[src/rtl/gpio_bus_bridge.sv]
// Bridges CPU memory-style requests onto a single 32-bit GPIO register window.
// Partial writes are read-modify-write; reads return registered data.
module gpio_bus_bridge #(
   parameter logic [31:0] BASE_ADDR = 32'h0040_0000
) (
   input  logic        clk,
   input  logic        reset,
   input  logic [31:0] mem_addr,
   input  logic [31:0] mem_wdata,
   input  logic [3:0]  mem_wmask,
   input  logic        mem_rstrb,
   output logic [31:0] mem_rdata,
   output logic        mem_rbusy,
   output logic        mem_wbusy,
   output logic        gpio_wr_en,
   output logic        gpio_rd_en,
   output logic [31:0] gpio_wr_data,
   input  logic [31:0] gpio_rd_data
);

   // state  | meaning
   // IDLE   | waiting; the only state that samples requests
   // READ   | CPU read; word 0 strobes the GPIO register
   // RMW_RD | partial write, fetching current register contents
   // WRITE  | one-cycle write strobe with final data
   typedef enum logic [1:0] {IDLE, READ, RMW_RD, WRITE} state_t;

   state_t      state_q, state_d;
   logic        hit, word0, wr_req, rd_req, full_wr;
   logic [31:0] wdata_q;
   logic [3:0]  wmask_q;
   logic        rd_word0_q;
   logic [31:0] merged;
   logic        unused_addr_lsb;

   assign hit     = (mem_addr[31:4] == BASE_ADDR[31:4]);
   assign word0   = (mem_addr[3:2] == 2'd0);
   // A nonzero mask always marks a write, so a colliding read strobe is dropped.
   assign wr_req  = hit && word0 && (mem_wmask != 4'd0);
   assign rd_req  = hit && mem_rstrb && (mem_wmask == 4'd0);
   assign full_wr = (mem_wmask == 4'hF);
   assign unused_addr_lsb = &{1'b0, mem_addr[1:0]};

   always_ff @(posedge clk or posedge reset) begin
      if (reset) state_q <= IDLE;
      else       state_q <= state_d;
   end

   always_comb begin
      state_d = state_q;
      case (state_q)
         IDLE: begin
            if (wr_req)      state_d = full_wr ? WRITE : RMW_RD;
            else if (rd_req) state_d = READ;
         end
         READ:    state_d = IDLE;
         RMW_RD:  state_d = WRITE;
         WRITE:   state_d = IDLE;
         default: state_d = IDLE;
      endcase
   end

   always_comb begin
      mem_rbusy  = 1'b0;
      mem_wbusy  = 1'b0;
      gpio_rd_en = 1'b0;
      gpio_wr_en = 1'b0;
      case (state_q)
         READ: begin
            mem_rbusy  = 1'b1;
            gpio_rd_en = rd_word0_q;
         end
         RMW_RD: begin
            mem_wbusy  = 1'b1;
            gpio_rd_en = 1'b1;
         end
         WRITE: begin
            mem_wbusy  = 1'b1;
            gpio_wr_en = 1'b1;
         end
         default: ;
      endcase
   end

   always_comb begin
      merged = gpio_rd_data;
      for (int b = 0; b < 4; b++) begin
         if (wmask_q[b]) merged[8*b +: 8] = wdata_q[8*b +: 8];
      end
   end

   // gpio_wr_data is loaded on entry to WRITE so it is stable for the strobe.
   always_ff @(posedge clk or posedge reset) begin
      if (reset) begin
         wdata_q      <= '0;
         wmask_q      <= '0;
         rd_word0_q   <= 1'b0;
         mem_rdata    <= '0;
         gpio_wr_data <= '0;
      end else begin
         case (state_q)
            IDLE: begin
               if (wr_req) begin
                  wdata_q <= mem_wdata;
                  wmask_q <= mem_wmask;
                  if (full_wr) gpio_wr_data <= mem_wdata;
               end else if (rd_req) begin
                  rd_word0_q <= word0;
               end
            end
            READ:    mem_rdata    <= rd_word0_q ? gpio_rd_data : 32'd0;
            RMW_RD:  gpio_wr_data <= merged;
            default: ;
         endcase
      end
   end

endmodule

[config.mk]
export PLATFORM = sky130hd
export DESIGN_NAME = gpio_bus_bridge
export DESIGN_NICKNAME = d
export VERILOG_FILES = /design/src/rtl/gpio_bus_bridge.sv
export SDC_FILE = /design/constraint.sdc
export NUM_CORES = 1
export LEC_CHECK = 0
export ABC_CLOCK_PERIOD_IN_PS = 3100
export CELL_PAD_IN_SITES_DETAIL_PLACEMENT = 2
export CELL_PAD_IN_SITES_GLOBAL_PLACEMENT = 2
export CORE_ASPECT_RATIO = 0.6
export CORE_MARGIN = 2
export CORE_UTILIZATION = 25
export CTS_CLUSTER_SIZE = 28
export DETAILED_ROUTE_END_ITERATION = 8
export PLACE_DENSITY = 0.8
export SETUP_SLACK_MARGIN = 0.2
export SYNTH_ARGS = -nofsm -noshare
export SYNTH_HDL_FRONTEND = slang
export SYNTH_SLANG_ARGS = --single-unit
[constraint.sdc]
create_clock -name clk -period 3.1 [get_ports clk]
set_input_delay 0.62 -clock clk [delete_from_list [all_inputs] [get_ports clk]]
set_output_delay 0.62 -clock clk [all_outputs]
set_load 0.01 [all_outputs]
Word-level counts from Yosys, hierarchy flattened
Index checks and enable logic that the tools add are counted.

word-level totals
  bits of input ports = 103
  word-level logic and storage cells = 45
  bits in registers = 103

cells by class
  bitwise operators = 1
  reduce and logical (&&, ||, !) cells = 14
  mux-type cells = 16
  equality and inequality tests = 8

operator list
  operator                count
  $mux W32                3
  $pmux W32 S2            1
  $mux W8                 4
  $eq A28 B19 Y1 const B  1
  $pmux W2 S3             1
  $reduce_and A3 Y1       2
  $eq A2 B2 Y1 const B    2
  $eq A4 B4 Y1 const B    1
  $logic_and A1 B1 Y1     4
  $logic_not A2 Y1        2
  $logic_not A4 Y1        1
  $mux W1                 4
  $mux W2                 2
  $ne A2 B2 Y1 const B    2
  $reduce_bool A4 Y1      1
  $reduce_or A2 Y1        2
  $ne A3 B3 Y1 const B    1
  $eq A2 B1 Y1 const B    1
  $pmux W1 S2             1
  $reduce_and A2 Y1       1
  $reduce_bool A2 Y1      1
  $not A1 Y1              1

Longest topological paths before layout
  depth in word-level cells = 6
  depth in mapped cells = 7

Least setup slack after synthesis
Ideal clock, no wire load.

  path type = reg-to-output
  from = register state_q[1]
  to = output gpio_rd_en
  arrival time = 1.527 ns
  cell stages (with the launch flop) = 7
  required time = 2.480 ns
  buffers on the path = 2
  setup slack = 0.953 ns
  path through = dfrtp_1 > inv_1 > ha_1 > and2_1 > clkbuf_1 > clkbuf_1 > o21a_1

on the way
  cells in the longest elaborated chain, start to end = 2

ends and longest elaborated chain
  element                                              RTL line  source
  start: declaration                                   28        state_t state_q, state_d;
  start signal: assignment                             46        else state_q <= state_d;
  $eq A2 B2 Y1 / $eq A2 B1 Y1 (equally long branches)  68        case (state_q)
  $pmux W1 S2 *                                        68
  end: declaration                                     16        output logic gpio_rd_en,

Every way passes the cells marked *; elsewhere a longest branch is shown, timed or not.

Worst setup path in the final report
Same ends and word-level chain as after synthesis.

==> results.md <==
Worst setup path:
- The kind of launch point of the worst setup path is a flop.
- The signal on the critical path passes through inv_1, ha_1, buf_4, and2_1, o21a_1, clkdlybuf4s50_1.
- The type of the worst setup path is reg -> out.
- On the worst path, the slowest cell contributes a delay of 0.53 ns.
- The required arrival time at the worst endpoint is 2.48 ns.
- Data on the critical path arrives at its endpoint at 2.13 ns.
- The slowest stage of the critical path belongs to the cell sky130_fd_sc_hd__clkdlybuf4s50_1.
- The worst setup path is captured at an output pin.
- The largest fanout on the critical path is 15.

Clock tree:
- The hold buffer count at cts is 0.
- Clock-pin slew was measured on the worst setup and hold paths at 0.08 ns.
- The clock tree from TritonCTS is built.
- Post-CTS repair changed the size of 0 cells.
- Counting along the longest clock path gives a buffer depth of 2.
- The clock sink count is 103.
- The number of setup buffers added after CTS is 0.
- The count of H-tree levels built during CTS is 3.
- The later-pin clock latency in the skew report is 0.34 ns.
- The number of buffers added by the clock tree synthesis step is 9.
- Clock tree synthesis selected as its root buffer the cell sky130_fd_sc_hd__clkbuf_16.

Global routing:
- The global-route usage over all layers is 0.165.
- The initial antenna violation count is 1.
- The first global-routing pass estimated 26,200 µm of wire.
- Entering global routing, the biggest net connects 104 pins.
- The number of global-route vias before repair is 4,504.
- The total overflow left after global routing is 0.

Die:
- 171 I/O pins were placed.
- The initial core utilization is 0.257.
- The core region is 0.0191 mm².
- The vertical extent of the die is 113 µm.
- The floorplan step set the die width to 185 µm.
- The die footprint is 0.0208 mm².
- The number of standard-cell rows in the floorplan is 39.

Power and ir drop:
- Power spread over the standard cell area amounts to 403 mW/mm².
- The maximum vdd drop is 211 µV.
- The analysis attributes to cell leakage a power of 3.11 nW.

Place:
- The worst slack at placement is 0.252 ns.
- The final HPWL from detailed placement is 12,200 µm.
- The placement-stage cell area is 0.00688 mm².
- Routability-driven placement finished with a final weighted congestion of 0.786.
- The count of input and output buffers is 168.

Yosys:
- The adder-cell area share of the yosys netlist is 0.0102.
- Yosys mapped the design onto 31 distinct sky130hd cell types.
- Of the total synthesized cell area, the portion taken by XOR and XNOR cells is 0.
- The count of synthesis-stage warnings from yosys is 0.
- Ranked by instance count, the synthesized netlist is headed by 103 x sky130_fd_sc_hd__dfrtp_1, 40 x sky130_fd_sc_hd__mux2_2, 35 x sky130_fd_sc_hd__inv_1.
- Among all flip-flop cells after synthesis, the most frequent one is sky130_fd_sc_hd__dfrtp_1.
- Of the synthesized area, sequential elements account for 0.525.
- The synthesized netlist cell count is 425.
- The most area-hungry cell type in the Yosys netlist is sky130_fd_sc_hd__dfrtp_1.
- The complex-gate fraction of the synthesized area is 0.0749.
- The post-synthesis average cell area is 11.6 µm².
- The share of flip-flops with an asynchronous set or reset is 1.00.
- In this run, synthesis inferred 0 flip-flops with an integrated enable.
- The synthesized netlist net count is 532.
- The area fraction of the dominant cell type after synthesis is 0.525.
- Of the total synthesized cell area, the portion taken by AND, OR, NAND and NOR gates is 0.0813.
- The combinational family with the most area after synthesis is multiplexers.
- The post-synthesis instance area is 0.00491 mm².
- The synthesized design contains 103 register bits.
- The multiplexer share of the synthesized area is 0.246.
- After synthesis, the cell types taking the most area are sky130_fd_sc_hd__dfrtp_1 52%, sky130_fd_sc_hd__mux2_2 9.2%, sky130_fd_sc_hd__mux2_4 8.9%.
- The most used standard cell by instance count after synthesis is sky130_fd_sc_hd__dfrtp_1.

STA:
- The total negative slack is 0 ns.
- The max-slew violation count came to 0.
- Setup violations remaining at the end of the flow were counted as 0.
- The share of the clock period used by the worst path after layout is 0.886.
- Static timing analysis puts the maximum clock frequency at 364 MHz.
- Measured against its own limit, the worst slew margin works out to 0.577.
- Across the routed clock network, the largest skew measured is 0.0125 ns.
- Hold is met by 0.511 ns.
- The setup slack after layout is 0.353 ns.
- The number of hold-slack violations in the final timing report is 0.
- The final period demand of the worst path is 2.75 ns.
- Setup repair after global routing left no endpoint under its margin.
- At the pin with the least slew margin, the transition time is 0.634 ns.

Job:
- Across the run, the number of max-cap violations was 0.

Final layout:
- The share of post-route cells with drive strength above 1 is 0.180.
- The number of nets in the layout is 695.
- Once layout is done, the placed cells without fillers occupy 0.00719 mm².
- The total of fill cells in the finished design is 1,994.
- The repair_antennas step left the layout with diodes totalling 0.
- Relative to the synthesized area, the layout overhead comes to 46.3%.

Routing:
- For this run, the detailed router's first-pass iteration total came to 4.
- The average detailed-routed wire length per instance is 19.4 µm.
- Wires add up to 16,700 µm.
- The number of DRC markers in iteration 0 is 147.
- After detailed routing, the number of remaining DRC violations is 0.
- The number of antenna-violating nets in the routed design is 0.
- Using the TritonRoute via totals, the vias-per-cell ratio works out to 4.49.
- The total via count in the routed design is 3,855.

Outcome:
- The run finished with clean final reports.

Hold path:
- The min-delay analysis places its worst path in the category reg -> reg.
==> stage by stage <==
stage	instances	total power, mW	utilization
after floorplan	425	1.50	-
after global placement	843	1.71	0.360
after detailed placement	843	1.73	0.360
after CTS	859	2.96	0.376
after global routing	859	3.03	0.376
final	859	2.89	0.376
==> worst max-delay path, delay by kind of cell, from the launching register on <==
kind	cells	cell delay, ns
simple gates	1	0.18
buf+inv	3	0.88
fa+ha+maj	1	0.18
compound gates	1	0.12
flops	1	0.41
==> report_power, final <==
part	leakage (nW)	switching (mW)	internal (mW)	total [mW]
Combinational	1.77	0.123	0.197	0.319
Clock	0.147	0.538	0.658	1.20
Sequential	1.20	0.0149	1.36	1.38
==> registers in the layout, indices dropped and copies added, names as in the netlist <==
| register | count |
|---|---|
| mem_rdata | 32 |
| gpio_wr_data | 32 |
| wdata_q | 32 |
| state_q | 2 |
| rd_word0_q | 1 |
| wmask_q | 4 |
==> layer usage <==
layer	GRT usage	part of all wire	routed length, µm	vias up
li1	-	-	-	1762
met1	0.216	0.46	7620	1977
met2	0.273	0.47	7860	103
met3	0.0516	0.065	1080	13
met4	0.0270	0.0081	135	0
met5	0	0	0	-
==> final cells by class <==
cell class / instances / area (µm²) / share of cell area
multi-input cells: 261 / 2030 / 0.282
well taps: 266 / 333 / 0.0463
flip-flops and latches: 103 / 2580 / 0.359
clock buffers: 11 / 243 / 0.0338
inverters: 35 / 135 / 0.0188
clock inverters: 5 / 63.8 / 0.00888
repair buffers: 178 / 1810 / 0.251
==> final timing paths <==
check	slack [ns]	to	from	cells past startpoint
worst max register to register	0.94	gpio_wr_data[31]	state_q[0]	7
worst min-delay path	0.51	rd_word0_q	rd_word0_q	1
worst min register to register	0.51	rd_word0_q	rd_word0_q	1
worst max-delay path	0.35	gpio_rd_en	state_q[1]	6
max in group asynchronous	1.84	wmask_q[1]	reset	3
min in group asynchronous	0.80	gpio_wr_data[19]	reset	3
==> placed cells by master (no fill, tap or decap), types with 2 or more instances in the layout <==
master,instances
sky130_fd_sc_hd__a21oi_1,32
sky130_fd_sc_hd__a31o_2,3
sky130_fd_sc_hd__and4_2,2
sky130_fd_sc_hd__buf_12,4
sky130_fd_sc_hd__buf_4,6
sky130_fd_sc_hd__clkbuf_16,9
sky130_fd_sc_hd__clkdlybuf4s50_1,168
sky130_fd_sc_hd__clkinvlp_4,2
sky130_fd_sc_hd__dfrtp_1,103
sky130_fd_sc_hd__ha_1,3
sky130_fd_sc_hd__inv_1,34
sky130_fd_sc_hd__inv_6,2
sky130_fd_sc_hd__mux2_2,40
sky130_fd_sc_hd__mux2_4,29
sky130_fd_sc_hd__mux2i_1,32
sky130_fd_sc_hd__nand2_1,33
sky130_fd_sc_hd__nor2_1,34
sky130_fd_sc_hd__nor4_1,6
sky130_fd_sc_hd__o21ai_0,32
==> cells by family (layout without fill, tap and decap cells) <==
logic type / count (synthesis) / after routing
fa+ha+maj: 4 / 4
buf+inv: 61 / 229
flops: 103 / 103
compound gates: 70 / 70
simple gates: 86 / 86
mux: 101 / 101
No activity file was read; power rests on OpenSTA's default activity.
